## src/rtl/e15_prog_loader.sv

```systemverilog
// Nibble-stream program loader for the E15 core; words land in memory on the accept of the third nibble.
// Backpressure: in_ready is high only in LOAD; fetch_instr is a combinational read of the program memory.
module e15_prog_loader #(
  parameter int AW = 4,
  parameter int IW = 12,
  parameter int NW = 4
) (
  input  logic          clk,
  input  logic          rst,
  input  logic          start,
  input  logic          in_valid,
  input  logic [NW-1:0] in_nibble,
  input  logic          in_last,
  output logic          in_ready,
  input  logic [AW-1:0] fetch_addr,
  output logic [IW-1:0] fetch_instr,
  output logic          cpu_run,
  output logic          load_err,
  output logic [AW:0]   words_loaded
);

  localparam int DEPTH = 2 ** AW;
  localparam int NPW   = IW / NW;
  localparam int CW    = $clog2(NPW);

  typedef enum logic [1:0] {IDLE, LOAD, RUN, ERR} state_t;

  state_t          state, stateNext;
  logic [AW-1:0]   wPtr;
  logic [CW-1:0]   nibCnt;
  logic [IW-NW-1:0] hold;
  logic [AW:0]     wordsLoaded;
  logic [IW-1:0]   mem [DEPTH];

  logic accept, doHold, doWrite;

  assign accept = in_valid && (state == LOAD);

  always_comb begin
    stateNext = state;
    doHold    = 1'b0;
    doWrite   = 1'b0;
    if (start) begin
      stateNext = LOAD;
    end else if (accept) begin
      if (nibCnt == CW'(NPW - 1)) begin
        doWrite = 1'b1;
        if (in_last) stateNext = RUN;
      end else if (nibCnt == '0 && wordsLoaded == (AW+1)'(DEPTH)) begin
        // Memory is full: a further word start is an overflow, nothing is written.
        stateNext = ERR;
      end else if (in_last) begin
        stateNext = ERR;
      end else begin
        doHold = 1'b1;
      end
    end
  end

  always_ff @(posedge clk or posedge rst) begin
    if (rst) begin
      state       <= IDLE;
      wPtr        <= '0;
      nibCnt      <= '0;
      hold        <= '0;
      wordsLoaded <= '0;
      for (int i = 0; i < DEPTH; i++) mem[i] <= '0;
    end else begin
      state <= stateNext;
      if (start) begin
        wPtr        <= '0;
        nibCnt      <= '0;
        wordsLoaded <= '0;
      end else if (doHold) begin
        hold   <= {hold[IW-2*NW-1:0], in_nibble};
        nibCnt <= nibCnt + 1'b1;
      end else if (doWrite) begin
        mem[wPtr] <= {hold, in_nibble};
        wPtr      <= wPtr + 1'b1;
        nibCnt    <= '0;
        if (wordsLoaded != (AW+1)'(DEPTH)) wordsLoaded <= wordsLoaded + 1'b1;
      end
    end
  end

  assign in_ready     = (state == LOAD);
  assign cpu_run      = (state == RUN);
  assign load_err     = (state == ERR);
  assign words_loaded = wordsLoaded;
  assign fetch_instr  = mem[fetch_addr];

endmodule

```

## config.mk

```make
export PLATFORM = sky130hd
export DESIGN_NAME = e15_prog_loader
export DESIGN_NICKNAME = d
export VERILOG_FILES = /design/src/rtl/e15_prog_loader.sv
export SDC_FILE = /design/constraint.sdc
export NUM_CORES = 1
export LEC_CHECK = 0
export BUFFER_PORTS_ARGS = -buffer_cell sky130_fd_sc_hd__buf_2
export CAP_MARGIN = 10
export CORE_MARGIN = 10
export CORE_UTILIZATION = 64
export DETAILED_ROUTE_END_ITERATION = 10
export PLACE_DENSITY = 0.82
export SKIP_LAST_GASP = 1
export SLEW_MARGIN = 15
export SYNTH_ARGS = -nofsm -noshare
export SYNTH_HDL_FRONTEND = slang
export SYNTH_SLANG_ARGS = --single-unit
export TNS_END_PERCENT = 10
```

## constraint.sdc

```tcl
create_clock -name clk -period 15 [get_ports clk]
set_clock_uncertainty 0.15 [all_clocks]
set_input_delay 0.75 -clock clk [delete_from_list [all_inputs] [get_ports clk]]
set_output_delay 0.75 -clock clk [all_outputs]
set_load 0.02 [all_outputs]
```

==> results of run 1 <==
[cell usage after synthesis, types with 8 or more instances]
| master | n |
|---|---|
| dfrtp_1 | 213 |
| mux2_2 | 139 |
| mux4_2 | 48 |
| mux2_1 | 31 |
| mux2_4 | 30 |
| a22oi_1 | 24 |
| nand2_1 | 19 |
| clkbuf_1 | 17 |
| nor2_1 | 15 |
| buf_6 | 12 |
| buf_2 | 11 |
| nand2_2 | 9 |
| ha_1 | 8 |
[worst max path at each step]
stage / from / endpoint / depth (start not counted)
after floorplan: rst / hold[0]$_DFFE_PP0P_ / 1
after global placement: fetch_addr[0] / fetch_instr[3] / 6
after detailed placement: fetch_addr[0] / fetch_instr[3] / 6
after CTS: fetch_addr[0] / fetch_instr[3] / 6
after global routing: fetch_addr[0] / fetch_instr[3] / 6
final: fetch_addr[0] / fetch_instr[3] / 6
[registers in the layout, summed over array words and instances (netlist names)]
register	count
hold	8
nibCnt	2
wPtr	4
state	2
mem	192
words_loaded	5
[report_power, final]
part           internal [mW]  switching, mW
registers              0.589         0.0376
clock network          0.329          0.218
logic                 0.0263         0.0351
[stage by stage]
stage	hold slack [ns]	power, mW
4_1_cts	0.343	1.25
6_report	0.318	1.24
5_1_grt	0.357	1.28
3_3_place_gp	0.318	0.693
3_5_place_dp	0.329	0.698
2_1_floorplan	0.309	0.673
[worst max-delay path, stage by stage]
cell and delay, ns:
buf_2 0.08, buf_4 0.71, mux4_2 0.59, a22oi_1 0.29
nand2_1 0.10, buf_2 0.18
[final cells by class]
type / count / area (um^2) / share of cell area, %
repair buffers: 39 / 213 / 1.96
multi-input cells: 369 / 4300 / 39.7
inverters: 7 / 33.8 / 0.312
flip-flops and latches: 213 / 5330 / 49.2
clock buffers: 31 / 636 / 5.87
well taps: 188 / 235 / 2.17
clock inverters: 6 / 86.3 / 0.797
[layer usage]
metal,vias to the layer above,global-route usage (%),routed length (um)
met3,34,3.81,1600
met4,0,5.37,472
met1,2978,28.3,8660
li1,2370,-,-
met5,-,0,0
met2,149,34.4,10500
[cells by family (layout without fill, tap and decap cells)]
kind of cell,after synthesis,count (layout)
XOR/XNOR,6,6
buffers and inverters,54,83
AO/OA/AOI/OAI,30,30
multiplexers,250,250
flip-flops,213,213
adder cells (fa/ha/maj),8,8
AND/OR/NAND/NOR,75,75
==> results.sh, run 1 <==
export IMPL_grt_usage_pct=21.0
export IMPL_synth_cell_types=38
export IMPL_synthCells=636
export IMPL_cp_required_ns=14.10
export IMPL_layout_cells_non_filler=853
export IMPL_ios=33
export IMPL_cp_max_fo=48
export IMPL_die_width_um=145
export IMPL_num_vias=5531
export IMPL_cts_hold_buffers=0
export IMPL_relSlewSlack_pct=32.3
export IMPL_drive_gt1_share_pct=46.6
export IMPL_yosys_area_share_adder_pct=1.01
export IMPL_drtIter0Drc=476
export IMPL_post_cts_setup_buffers=0
export IMPL_place_congestion=0.799
export IMPL_synth_seq_area_share_pct=53.5
export IMPL_antenna_found_initial=0
export IMPL_ys_ff_latch=213
export IMPL_synth_top_area_share_pct=53.5
export IMPL_fmax_mhz=276
export IMPL_pre_cts_ws_ns=11.34
export IMPL_maxCapViolCount=0
export IMPL_cts_max_path_buffers=3
export IMPL_async_reset_ff_share_pct=100
export IMPL_post_place_cells=816
export IMPL_regToRegStartpoint="nibCnt[0]$_DFFE_PP0P_"
export IMPL_post_route_drc_count=0
export IMPL_drt_first_pass_iters=4
export IMPL_tightest_slew_ns=1.01
export IMPL_antennaDiodeCount=0
export IMPL_power_leakage_nw=5.43
export IMPL_hp_class="primary input to asynchronous set/reset pin"
export IMPL_fin_util_pct=71.3
export IMPL_yosysTopAreaCell="dfrtp_1"
export IMPL_ant_nets=0
export IMPL_post_dp_cell_area_mm2=0.0101
export IMPL_hold_viol_final=0
export IMPL_status="completed"
export IMPL_clk_latency_ns=0.50
export IMPL_p_per_area_mw_per_mm2=114
export IMPL_worstReg2RegEnd="mem[35]$_DFFE_PP0P_"
export IMPL_initial_core_util_pct=65.5
export IMPL_syn_avg_cell_area_um2=15.7
export IMPL_grt_start_max_net_pins=148
export IMPL_crit_arrival_ns=2.72
export IMPL_synth_top_family_by_area="multiplexers"
export IMPL_worst_r2r_cell_count=5
export IMPL_fin_ws_ns=11.38
export IMPL_synth_edff_count=0
export IMPL_cts_resized=0
export IMPL_final_nets=674
export IMPL_drv_slew=0
export IMPL_synth_warnings=0
export IMPL_port_buffers=32
export IMPL_clkTransAtPathRegs_ns=0.06
export IMPL_syn_nets=657
export IMPL_first_global_vias=5951
export IMPL_synth_simple_area_share_pct=4.57
export IMPL_cts_sinks=213
export IMPL_rows=45
export IMPL_synthMuxAreaShare_pct=34.8
export IMPL_stdcell_area_mm2=0.0108
export IMPL_dieArea_mm2=0.0209
export IMPL_syn_area_mm2=0.00996
export IMPL_path_class="primary input to output port"
export IMPL_cts_tree="yes"
export IMPL_fin_crit_ns=3.62
export IMPL_wl_um=21200
export IMPL_area_growth_pct=8.77
export IMPL_die_height_um=145
export IMPL_cts_root_buffer="clkbuf_16"
export IMPL_ctsHtreeMaxLevel=1
export IMPL_grt_setup_unrepaired="false"
export IMPL_fillers=956
export IMPL_finalCritPeriodShare_pct=24.1
export IMPL_core_mm2=0.0152
export IMPL_synth_compound_area_share_pct=2.22
export IMPL_endpoint_kind="output port"
export IMPL_dp_hpwl_um=12300
export IMPL_grt_overflow_total=0
export IMPL_synth_area_leaders="dfrtp_1 (54%), mux2_2 (16%), mux4_2 (11%)"
export IMPL_r2r_slack_ns=12.20
export IMPL_ys_flop_type="dfrtp_1"
export IMPL_wl_per_cell_um=24.8
export IMPL_critPathLaunchType="primary input"
export IMPL_via_per_inst=6.48
export IMPL_synthXorXnorAreaFrac_pct=0.528
export IMPL_vdd_drop_max_mv=0.0959
export IMPL_final_cell_mix="dfrtp_1 (213), mux2_2 (139), mux4_2 (48), buf_2 (32), mux2_1 (31)"
export IMPL_cts_buffers_inserted=23
export IMPL_fin_tns_setup_ns=0
export IMPL_grt_pass1_wl_um=33800
export IMPL_setup_viol=0
export IMPL_final_common_cell="dfrtp_1"
Power figures use the tool's default switching activity.
==> inputs of run 2 (changes only) <==
Settings changed: CORE_UTILIZATION 64 to 62, PLACE_DENSITY 0.82 to 0.8.
Clock period 15 ns to 3.6 ns, I/O delays scaled along.
==> run 2 against run 1 <==
  * Sequential share of layout area down 0.96 points
  * Combinational power rose to 4.4 times the previous value
  * Global-route usage decreased by 0.77 points
  * Register-to-register slack worse by 11 ns
  * Power rose to 4.3 times the previous value
  * Critical path type is now flip-flop to flip-flop
  * Largest cell class unchanged
  * Highest routed layer unchanged
==> results.sh, run 2 (same netlist as run 1, synthesis figures left out) <==
export IMPL_status="completed"
export IMPL_post_route_drc_count=0
export IMPL_dp_hpwl_um=12900
export IMPL_relSlewSlack_pct=49.6
export IMPL_final_nets=684
export IMPL_crit_chain="inv_1, ha_1, nand4_1, nor2b_2, mux2_2"
export IMPL_worstReg2RegEnd="mem[78]$_DFFE_PP0P_"
export IMPL_cts_buffers_inserted=22
export IMPL_setup_viol=0
export IMPL_wl_um=21500
export IMPL_regToRegStartpoint="nibCnt[0]$_DFFE_PP0P_"
export IMPL_die_height_um=147
export IMPL_ios=33
export IMPL_finalCritPeriodShare_pct=71.5
export IMPL_grt_overflow_total=0
export IMPL_p_per_area_mw_per_mm2=477
export IMPL_cp_required_ns=3.83
export IMPL_cts_tree="yes"
export IMPL_fillers=1060
export IMPL_grt_pass1_wl_um=34900
export IMPL_critPathSlowestCell="nor2b_2"
export IMPL_regMostFlops="mem"
export IMPL_core_mm2=0.0158
export IMPL_area_growth_pct=10.9
export IMPL_vdd_drop_max_mv=0.329
export IMPL_final_common_cell="dfrtp_1"
export IMPL_port_buffers=32
export IMPL_num_vias=5588
export IMPL_min_from="in_nibble[2]"
export IMPL_wl_met3_um=963
export IMPL_post_place_cells=847
export IMPL_via_per_inst=6.25
export IMPL_stdcell_area_mm2=0.0110
export IMPL_fmax_mhz=389
export IMPL_antennaDiodeCount=0
export IMPL_grt_setup_unrepaired="false"
export IMPL_cp_max_fo=12
export IMPL_cts_sinks=213
export IMPL_power_leakage_nw=5.51
export IMPL_drt_first_pass_iters=4
export IMPL_clkTransAtPathRegs_ns=0.06
export IMPL_antenna_found_initial=0
export IMPL_first_global_vias=6202
export IMPL_worst_r2r_cell_count=5
export IMPL_ant_nets=0
export IMPL_hold_viol_final=0
export IMPL_die_width_um=147
export IMPL_cts_resized=0
export IMPL_rows=46
export IMPL_cts_max_path_buffers=3
export IMPL_tightest_slew_ns=0.752
export IMPL_cts_root_buffer="clkbuf_16"
export IMPL_wl_met1_um=9340
export IMPL_crit_arrival_ns=2.80
export IMPL_wl_met2_um=10800
export IMPL_clk_latency_ns=0.49
export IMPL_fin_hold_ws_ns=0.0397
export IMPL_endpoint_kind="flip-flop"
export IMPL_fin_crit_ns=2.57
export IMPL_hp_class="primary input to flip-flop"
export IMPL_place_congestion=0.839
export IMPL_final_cell_mix="dfrtp_1 (213), mux2_2 (139), mux4_2 (48), buf_2 (32), mux2_1 (31)"
export IMPL_post_dp_cell_area_mm2=0.0102
export IMPL_ctsHtreeMaxLevel=1
export IMPL_path_class="flip-flop to flip-flop"
export IMPL_fin_tns_setup_ns=0
export IMPL_grt_start_max_net_pins=214
export IMPL_maxCapViolCount=0
export IMPL_r2r_slack_ns=1.03
export IMPL_grt_usage_pct=20.2
export IMPL_critPathLaunchType="flip-flop"
export IMPL_initial_core_util_pct=62.9
export IMPL_dieArea_mm2=0.0215
export IMPL_topRoutingLayerUsed="met4"
export IMPL_wl_per_cell_um=24.1
export IMPL_drive_gt1_share_pct=46.8
export IMPL_drtIter0Drc=332
export IMPL_drv_slew=0
export IMPL_worstHoldEndpoint="mem[158]$_DFFE_PP0P_"
export IMPL_largest_reg_flops=192
export IMPL_cp_slowest_stage_delay_ns=0.68
export IMPL_whs_path_depth=2
export IMPL_layout_cells_non_filler=894
## run 2: critical path, delay by kind of cell (launching register included)
family	cells	cell delay, ns
buffers and inverters	1	0.09
AND/OR/NAND/NOR	2	0.99
adder cells (fa/ha/maj)	1	0.39
multiplexers	1	0.41
flip-flops	1	0.41
## run 2: cell type report
type                    instances  area, um^2  area share, %
repair buffers                 50         358           3.24
clock buffers                  30         642           5.81
flip-flops and latches        213        5330           48.2
multi-input cells             369        4300           38.9
inverters                       7        30.0          0.272
clock inverters                 9         123           1.11
well taps                     216         270           2.45
## run 2: power breakdown
group / switching (mW) / internal [mW] / leakage, nW / total (mW)
clock network: 0.921 / 1.46 / 0.378 / 2.38
logic: 0.149 / 0.120 / 2.18 / 0.269
registers: 0.160 / 2.45 / 2.95 / 2.61
total: 1.23 / 4.04 / 5.51 / 5.27
## run 2: how the worst max path moves through the flow
| stage | start | end | depth (start not counted) |
|---|---|---|---|
| after floorplan | rst | hold[0]$_DFFE_PP0P_ | 1 |
| after detailed placement | nibCnt[0]$_DFFE_PP0P_ | mem[78]$_DFFE_PP0P_ | 5 |
| after global routing | nibCnt[0]$_DFFE_PP0P_ | mem[121]$_DFFE_PP0P_ | 5 |
| after global placement | nibCnt[0]$_DFFE_PP0P_ | mem[73]$_DFFE_PP0P_ | 5 |
| final | nibCnt[0]$_DFFE_PP0P_ | mem[78]$_DFFE_PP0P_ | 5 |
| after CTS | nibCnt[0]$_DFFE_PP0P_ | mem[120]$_DFFE_PP0P_ | 5 |
## run 2: metrics by stage
stage	utilization (%)	setup WS, ns	power (mW)
after floorplan	-	0.500	2.80
after global placement	64.4	1.19	2.89
after global routing	69.8	0.889	5.45
final	69.8	1.03	5.27
after detailed placement	64.4	1.06	2.92
after CTS	69.6	1.03	5.30
## run 2: per-layer routing
layer / vias up / global-route usage [%]
met5: - / 0
met1: 3038 / 27.1
met3: 31 / 3.29
li1: 2401 / -
met2: 118 / 33.6
met4: 0 / 5.26
## run 2: timing repair
action / CTS / global route
buffers inserted: 0 / 0
hold buffers: 7 / 0
hold endpoints to repair: 230 / 0
==> inputs of run 3 (changes only) <==
Settings changed: ABC_AREA from default to 1, CORE_UTILIZATION 62 to 63, PLACE_DENSITY 0.8 to 0.81.
Clock period 3.6 ns to 2.7 ns, I/O delays scaled along.
==> run 3 against run 2 <==
  * Setup slack worse by 0.64 ns
  * Worst hold slack improved by 0.090 ns
  * Area after synthesis up 8.2%
  * Synthesized cell count increased by 130%
  * Final cell count is 91% higher
  * Clock power grew 20%
  * Critical path type unchanged
  * Sequential power grew 29%
  * Via count increased by 69%
  * Critical endpoint is now mem[36]$_DFFE_PP0P_
==> results.sh, run 3 <==
export IMPL_drtIter0Drc=825
export IMPL_critPathLaunchType="flip-flop"
export IMPL_largest_reg_flops=192
export IMPL_drv_slew=0
export IMPL_synth_top_area_share_pct=49.5
export IMPL_dieArea_mm2=0.0227
export IMPL_drive_gt1_share_pct=6.60
export IMPL_synth_warnings=0
export IMPL_core_mm2=0.0166
export IMPL_syn_nets=1493
export IMPL_syn_area_mm2=0.0108
export IMPL_hold_viol_final=0
export IMPL_grt_start_max_net_pins=97
export IMPL_crit_chain="inv_1, ha_1, nand4_4, nor2_8, buf_4, nand2_1, buf_4, nand2_1, o21ai_0"
export IMPL_synth_edff_count=0
export IMPL_regMostFlops="mem"
export IMPL_ant_nets=0
export IMPL_fin_hold_ws_ns=0.130
export IMPL_r2r_slack_ns=0.39
export IMPL_cp_slowest_stage_delay_ns=0.37
export IMPL_cts_hold_buffers=10
export IMPL_final_nets=1498
export IMPL_grt_pass1_wl_um=45300
export IMPL_drt_first_pass_iters=5
export IMPL_multi_input_area_mm2=0.00429
export IMPL_critPathSlowestCell="dfrtp_1"
export IMPL_cp_required_ns=2.92
export IMPL_cts_buffers_inserted=23
export IMPL_clkTransAtPathRegs_ns=0.06
export IMPL_cp_max_fo=24
export IMPL_grt_overflow_total=0
export IMPL_crit_family="simple AND/OR/NAND/NOR gates"
export IMPL_ys_ff_latch=213
export IMPL_antennaDiodeCount=0
export IMPL_num_vias=9416
export IMPL_port_buffers=32
export IMPL_synth_commonest_cells="nand2_1 (565), nand3_1 (242), dfrtp_1 (213)"
export IMPL_grt_usage_pct=24.4
export IMPL_endpoint_kind="flip-flop"
export IMPL_wl_per_cell_um=16.0
export IMPL_area_growth_pct=9.60
export IMPL_yosysTopAreaCell="dfrtp_1"
export IMPL_die_width_um=151
export IMPL_rows=47
export IMPL_final_cell_mix="nand2_1 (565), nand3_1 (242), dfrtp_1 (213), inv_1 (181), o21ai_0 (127)"
export IMPL_power_leakage_nw=6.09
export IMPL_post_cts_setup_buffers=0
export IMPL_synth_cell_types=24
export IMPL_relSlewSlack_pct=54.4
export IMPL_setup_viol=0
export IMPL_clk_latency_ns=0.50
export IMPL_finalCritPeriodShare_pct=85.7
export IMPL_fmax_mhz=432
export IMPL_antenna_found_initial=0
export IMPL_dp_hpwl_um=17100
export IMPL_synth_area_leaders="dfrtp_1 (49%), nand2_1 (20%), nand3_1 (11%)"
export IMPL_yosysMostFrequentCell="nand2_1"
export IMPL_vdd_drop_max_mv=0.470
export IMPL_initial_core_util_pct=64.7
export IMPL_cts_sinks=213
export IMPL_regArea_mm2=0.00533
export IMPL_async_reset_ff_share_pct=100
export IMPL_syn_avg_cell_area_um2=7.32
export IMPL_cts_root_buffer="clkbuf_16"
export IMPL_fillers=1361
export IMPL_synthCells=1472
export IMPL_place_congestion=0.842
export IMPL_fin_util_pct=70.9
export IMPL_critPathBufInv=3
export IMPL_cts_max_path_buffers=3
export IMPL_ctsHtreeMaxLevel=1
export IMPL_hp_class="primary input to asynchronous set/reset pin"
export IMPL_synth_seq_area_share_pct=49.5
export IMPL_die_height_um=151
export IMPL_ys_flop_type="dfrtp_1"
export IMPL_p_per_area_mw_per_mm2=579
export IMPL_fin_crit_ns=2.31
export IMPL_via_per_inst=5.52
export IMPL_final_common_cell="nand2_1"
export IMPL_status="completed"
export IMPL_ios=33
export IMPL_post_route_drc_count=0
export IMPL_grt_setup_unrepaired="false"
export IMPL_wl_um=27200
export IMPL_tightest_slew_ns=0.682
export IMPL_crit_arrival_ns=2.54
export IMPL_first_global_vias=8825
export IMPL_cts_tree="yes"
export IMPL_maxCapViolCount=0
export IMPL_path_class="flip-flop to flip-flop"
export IMPL_cts_resized=0
run 3: cell count changes in the layout (fill, tap and decap cells not counted), moves of 12 or more:
cell	previous run	this run
nand2_1	19	565
mux2_1	31	0
inv_1	6	181
buf_4	8	25
mux2_2	139	0
o21ai_0	0	127
nor2_1	15	27
nand3_1	0	242
mux2_4	30	0
a22oi_1	24	1
mux4_2	48	0
run 3: cells by family (layout without fill, tap and decap cells):
kind of cell / count (synthesis) / after routing / share of synthesized area (%)
DFF: 213 / 213 / 49.5
and+or+nand+nor: 843 / 843 / 32.7
xor gates and xnor gates: 2 / 2 / 0.163
adders and majority gates: 8 / 8 / 0.929
buffers and inverters: 276 / 289 / 10.7
AOI/OAI and AO/OA: 130 / 130 / 6.06
run 3: final cells by class:
cell class,count,area share (%)
repair buffers,72,4.64
flip-flops and latches,213,45.2
multi-input cells,983,36.4
inverters,184,5.88
well taps,220,2.33
clock buffers,32,5.59
clock inverters,1,0.0424
run 3: path summary, 6_finish.rpt:
path                                        from  depth (start not counted)              endpoint
min in group clk            mem[136]$_DFFE_PP0P_                          2  mem[136]$_DFFE_PP0P_
setup / recovery           nibCnt[0]$_DFFE_PP0P_                          9   mem[36]$_DFFE_PP0P_
hold / removal                               rst                          3  mem[166]$_DFFE_PP0P_
max in group asynchronous                    rst                          4   mem[33]$_DFFE_PP0P_
hold reg to reg             mem[136]$_DFFE_PP0P_                          2  mem[136]$_DFFE_PP0P_
setup reg to reg           nibCnt[0]$_DFFE_PP0P_                          9   mem[36]$_DFFE_PP0P_
run 3: report_power, final:
part / total, mW / switching (mW) / internal (mW)
logic: 0.617 / 0.459 / 0.158
registers: 3.36 / 0.108 / 3.25
clock network: 2.86 / 1.19 / 1.67
run 3: layer usage:
metal | global-route usage, % | vias to the layer above | routed length [um]
li1 | - | 4567 | -
met1 | 32.9 | 4441 | 11500
met2 | 39.8 | 370 | 13100
met3 | 4.20 | 38 | 2220
met4 | 6.40 | 0 | 433
met5 | 0 | - | 0
run 3: tightest hold or removal path: stages:
cell	delay, ns
dlygate4sd3_1	0.53
buf_2	0.13
clkinvlp_4	0.46
run 3: stage by stage:
step / area [um^2] / TNS, ns / std cells / power (mW) / setup slack [ns]
floorplan: 10800 / -75.65 / 1472 / 3.79 / -0.355
global placement: 11000 / 0 / 1662 / 4.00 / 0.549
detailed placement: 11000 / 0 / 1662 / 4.02 / 0.416
CTS: 11800 / 0 / 1705 / 6.88 / 0.404
global route: 11800 / 0 / 1705 / 7.08 / 0.197
finish: 11800 / 0 / 1705 / 6.83 / 0.385
